**src/rtl/sync_nff.sv**
```systemverilog
// rtl/sync_nff.sv - N-flop synchroniser for a single asynchronous level input.
module sync_nff #(
  parameter int N = 2
) (
  input  logic clk_i,
  input  logic rst_ni,
  input  logic d_i,
  output logic q_o
);

  logic [N-1:0] s_q;

  always_ff @(posedge clk_i or negedge rst_ni) begin
    if (!rst_ni) begin
      s_q <= '0;
    end else begin
      s_q <= {s_q[N-2:0], d_i};
    end
  end

  assign q_o = s_q[N-1];

endmodule

```
**src/rtl/toggle_event_rx.sv**
```systemverilog
// rtl/toggle_event_rx.sv - toggle-link receiver: sync, edge detect, pulse and saturating pending count.
module toggle_event_rx #(
  parameter int SYNC_STAGES = 2,
  parameter int CNT_W       = 4
) (
  input  logic             clk,
  input  logic             reset,
  input  logic             tog_in,
  output logic             pulse_out,
  output logic             evt_valid,
  input  logic             evt_ready,
  output logic [CNT_W-1:0] evt_count,
  output logic             overflow,
  input  logic             clr_ovf
);

  localparam logic [CNT_W-1:0] CNT_MAX = '1;
  localparam logic [CNT_W-1:0] CNT_ONE = {{(CNT_W-1){1'b0}}, 1'b1};

  logic             tog_sync;
  logic             d_q;
  logic             pulse_q;
  logic [CNT_W-1:0] cnt_q, cnt_d;
  logic             ovf_q, ovf_d;
  logic             evt;
  logic             pop;

  sync_nff #(
    .N(SYNC_STAGES)
  ) u_sync (
    .clk_i (clk),
    .rst_ni(reset),
    .d_i   (tog_in),
    .q_o   (tog_sync)
  );

  // d starts at 0 like the sender's TFF, so a high line at release is one event
  assign evt = tog_sync ^ d_q;
  assign pop = (cnt_q != '0) && evt_ready;

  always_comb begin
    cnt_d = cnt_q;
    ovf_d = ovf_q;
    if (clr_ovf) begin
      ovf_d = 1'b0;
    end
    if (evt && !pop) begin
      if (cnt_q == CNT_MAX) begin
        ovf_d = 1'b1;
      end else begin
        cnt_d = cnt_q + CNT_ONE;
      end
    end else if (!evt && pop) begin
      cnt_d = cnt_q - CNT_ONE;
    end
  end

  always_ff @(posedge clk or negedge reset) begin
    if (!reset) begin
      d_q     <= 1'b0;
      pulse_q <= 1'b0;
      cnt_q   <= '0;
      ovf_q   <= 1'b0;
    end else begin
      d_q     <= tog_sync;
      pulse_q <= evt;
      cnt_q   <= cnt_d;
      ovf_q   <= ovf_d;
    end
  end

  assign pulse_out = pulse_q;
  assign evt_count = cnt_q;
  assign evt_valid = (cnt_q != '0);
  assign overflow  = ovf_q;

endmodule

```
**config.mk**
```make
export PLATFORM = sky130hd
export DESIGN_NAME = toggle_event_rx
export DESIGN_NICKNAME = d
export VERILOG_FILES = /design/src/rtl/sync_nff.sv /design/src/rtl/toggle_event_rx.sv
export SDC_FILE = /design/constraint.sdc
export NUM_CORES = 1
export LEC_CHECK = 0
export ABC_AREA = 1
export CORE_AREA = 3 3 40 42
export CTS_CLUSTER_SIZE = 20
export DETAILED_ROUTE_END_ITERATION = 12
export DIE_AREA = 0 0 43 45
export SYNTH_ARGS = -nofsm -noshare
export SYNTH_HDL_FRONTEND = slang
export SYNTH_HIERARCHICAL = 1
export SYNTH_SLANG_ARGS = --single-unit
export TNS_END_PERCENT = 1
```
**constraint.sdc**
```tcl
create_clock -name clk -period 1.7 [get_ports clk]
set_input_delay 0.34 -clock clk [delete_from_list [all_inputs] [get_ports clk]]
set_output_delay 0.34 -clock clk [all_outputs]
set_load 0.02 [all_outputs]
```
==> flow_summary_export.csv <==
group,metric,value,unit
timing,setup_viol,0,
placement,gp_congestion,0.8087,
critical_path,critPathKind,"reg2reg",
timing,fin_crit_sh,95.14,%
floorplan,start_util,37.10,%
power,p_leak,0.3594,nW
critical_path,crit_fanout,4,
cts,hold_buffers,0,
min_path,min_path_cells,0,
grt,grt_use_total,12.85,%
critical_path,cp_slowest_stage_delay,0.41,ns
cts,cts_sinks,9,
cells_and_area,stdcell_area,723.2,um2
cts,clockBufferDepth,2,
critical_path,cp.required,1.86,ns
detailed_routing,drtPass1Iterations,4,
detailed_routing,drc_errors,0,
floorplan,ios,12,
critical_path,path_cells,"xor2_2, nand2_4, ha_4, nand2_1, nand3b_1, nand2_1, nand2_1, nand3_1, nand2_1",
cells_and_area,nets,86,
synth,yosys_warnings,6,
flow_run,cap_violations,0,
synth,netlist.top_cell.by_area,"dfrtp_1",
synth,synth_edf_count,0,
outcome,status,"completed",
floorplan,core_area,1285,um2
critical_path,crit_family,"simple AND/OR/NAND/NOR gates",
timing,clock_skew,0.008246,ns
placement,placed_cell_area,683.2,um2
grt,grt_first_pass_wirelength,1.697,mm
detailed_routing,wl_per_cell,10.41,um
grt,grt_pass1_vias,378,
grt,grt_max_degree,10,
timing,finalHoldViolCount,0,
critical_path,crit_top_cell,"nand2_1",
synth,synth_seq_area_share,47.24,%
synth,synthFlopType,"dfrtp_1",
floorplan,dieArea,1935,um2
cts,clock_latency,0.27,ns
critical_path,cp.depth,9,
timing,slew_headroom,71.08,%
min_path,hold_class,"reg2reg",
timing,maxSlewViolCount,0,
floorplan,chipWidth,43,um
grt,grt-ovfl-total,0,
timing,rsz0062_at_grt,"yes",
critical_path,cp-start-kind,"flop",
floorplan,rows,13,
grt,antenna_found_initial,0,
critical_path,cp.arrival,1.78,ns
synth,yosysMostFrequentCell,"nand2_1",
detailed_routing,vias,418,
placement,portBuffers,11,
detailed_routing,viasPerCell,4.495,
critical_path,crit_path_end_kind,"flop",
cells_and_area,drive_above_1_share,35.90,%
synth,syn_area,476.7,um2
timing,holdWs,0.3539,ns
synth,post_synth.cell_area_avg,8.828,um2
synth,synth_top_area_share,47.24,%
cells_and_area,antennaDiodeCount,0,
cts,cts_root_buffer,"clkbuf_4",
timing,max_freq,618.3,MHz
synth,ys_top_cells_by_count,"nand2_1, dfrtp_1, inv_1, nand3_1",
critical_path,cp_slowest_cell,"dfrtp_1",
min_path,hp-start,"u_sync/s_q[0]",
synth,synth_area_leaders,"dfrtp_1, nand2_1, inv_1",
placement,dpl.hpwl,741.9,um
power,p_per_area,1684,nW/um2
synth,ys_seq_elements,9,
cts,htree_levels,1,
timing,tightest_slew,0.4325,ns
detailed_routing,totalWireLength,968,um
synth,synth_cell_types,18,
critical_path,timing.rr.start,"u_sync/s_q[1]",
synth,syn-num-nets,61,
detailed_routing,drtIter0Drc,7,
power,p_total,0.001218,W
critical_path,startpoint,"u_sync/s_q[1]",
critical_path,rr_worst_depth,9,
detailed_routing,ant_nets,0,
cts,tritoncts,"done",
cts,path_clk_slew,0.07,ns
cells_and_area,area_growth,51.71,%
timing,fin_crit,1.617,ns
power,ir_worst_vdd,0.7127,mV
cts,cts_buffers,3,
critical_path,path_buf_inv,0,
synth,synthArstFlopShare,100.0,%
synth,synth_cells,54,
floorplan,die_y,45,um
-- repair_timing --
| action | in CTS | in global routing |
|---|---|---|
| setup buffers | 0 | 2 |
| resized for setup | 5 | 1 |
| pin swaps | 0 | 3 |
| endpoints found under the setup margin | 5 | 2 |
| cloned | 0 | 0 |
-- registers in the layout, summed over array words and instances, names as in the netlist --
signal      flops
d_q             1
u_sync/s_q      2
pulse_out       1
overflow        1
evt_count       4
-- layout by cell type (no fill, tap or decap), types with 2 or more instances in the layout --
master | Yosys | routed
buf_4 | 0 | 9
clkbuf_4 | 0 | 3
clkdlybuf4s50_1 | 0 | 6
dfrtp_1 | 9 | 5
dfrtp_2 | 0 | 4
dlygate4sd2_1 | 0 | 5
inv_1 | 7 | 7
inv_2 | 2 | 2
nand2_1 | 14 | 13
nand2_2 | 2 | 2
nand2_4 | 2 | 3
nand3_1 | 4 | 4
nor2_2 | 0 | 2
xor2_1 | 2 | 2
-- cell type report --
cell class / count / area (um2)
clock buffers: 4 / 26.28
fillers: 115 / 561.8
inverters: 9 / 33.78
multi-input cells: 36 / 242.7
flip-flops and latches: 9 / 230.2
well taps: 15 / 18.77
repair buffers: 20 / 171.4
-- per-layer routing --
metal,up-vias,track usage (%),share of wire (%)
met2,14,16.17,41
li1,217,-,-
met3,5,5.179,6.7
met1,182,16.88,48
met5,-,0,0
met4,0,10.84,3.5
-- path summary, 6_finish.rpt --
| path | slack, ns | to |
|---|---|---|
| setup / recovery | 0.08 | evt_count[3] |
| hold / removal | 0.35 | u_sync/s_q[1] |
| setup reg to reg | 0.08 | evt_count[3] |
| hold reg to reg | 0.35 | u_sync/s_q[1] |
| max in group asynchronous | 0.99 | evt_count[0] |
| min in group asynchronous | 0.37 | pulse_out |
-- report_power, final --
part / switching (W) / internal [W]
logic: 0.000394 / 0.000335
registers: 0.0000374 / 0.000282
clock network: 0.0000797 / 0.0000907
-- per-stage QoR --
stage               setup TNS (ns)  util [%]  instances  setup slack [ns]
floorplan                -0.008410         -         54         -0.008410
global placement           -0.1672     53.16         87          -0.09944
detailed placement         -0.1980     53.16         87           -0.1149
CTS                              0     54.72         91           0.07232
global route              -0.04945     56.28         93          -0.02943
finish                           0     56.28         93           0.08267
-- cell families (layout without fill, tap and decap cells) --
| kind of cell | after synthesis | after routing | synth area share (%) |
|---|---|---|---|
| flops | 9 | 9 | 47.24 |
| fa+ha+maj | 2 | 2 | 5.249 |
| buf+inv | 9 | 33 | 7.088 |
| compound gates | 4 | 4 | 4.460 |
| simple gates | 27 | 27 | 28.87 |
| xor+xnor | 3 | 3 | 7.088 |
Power figures use the tool's default switching activity.
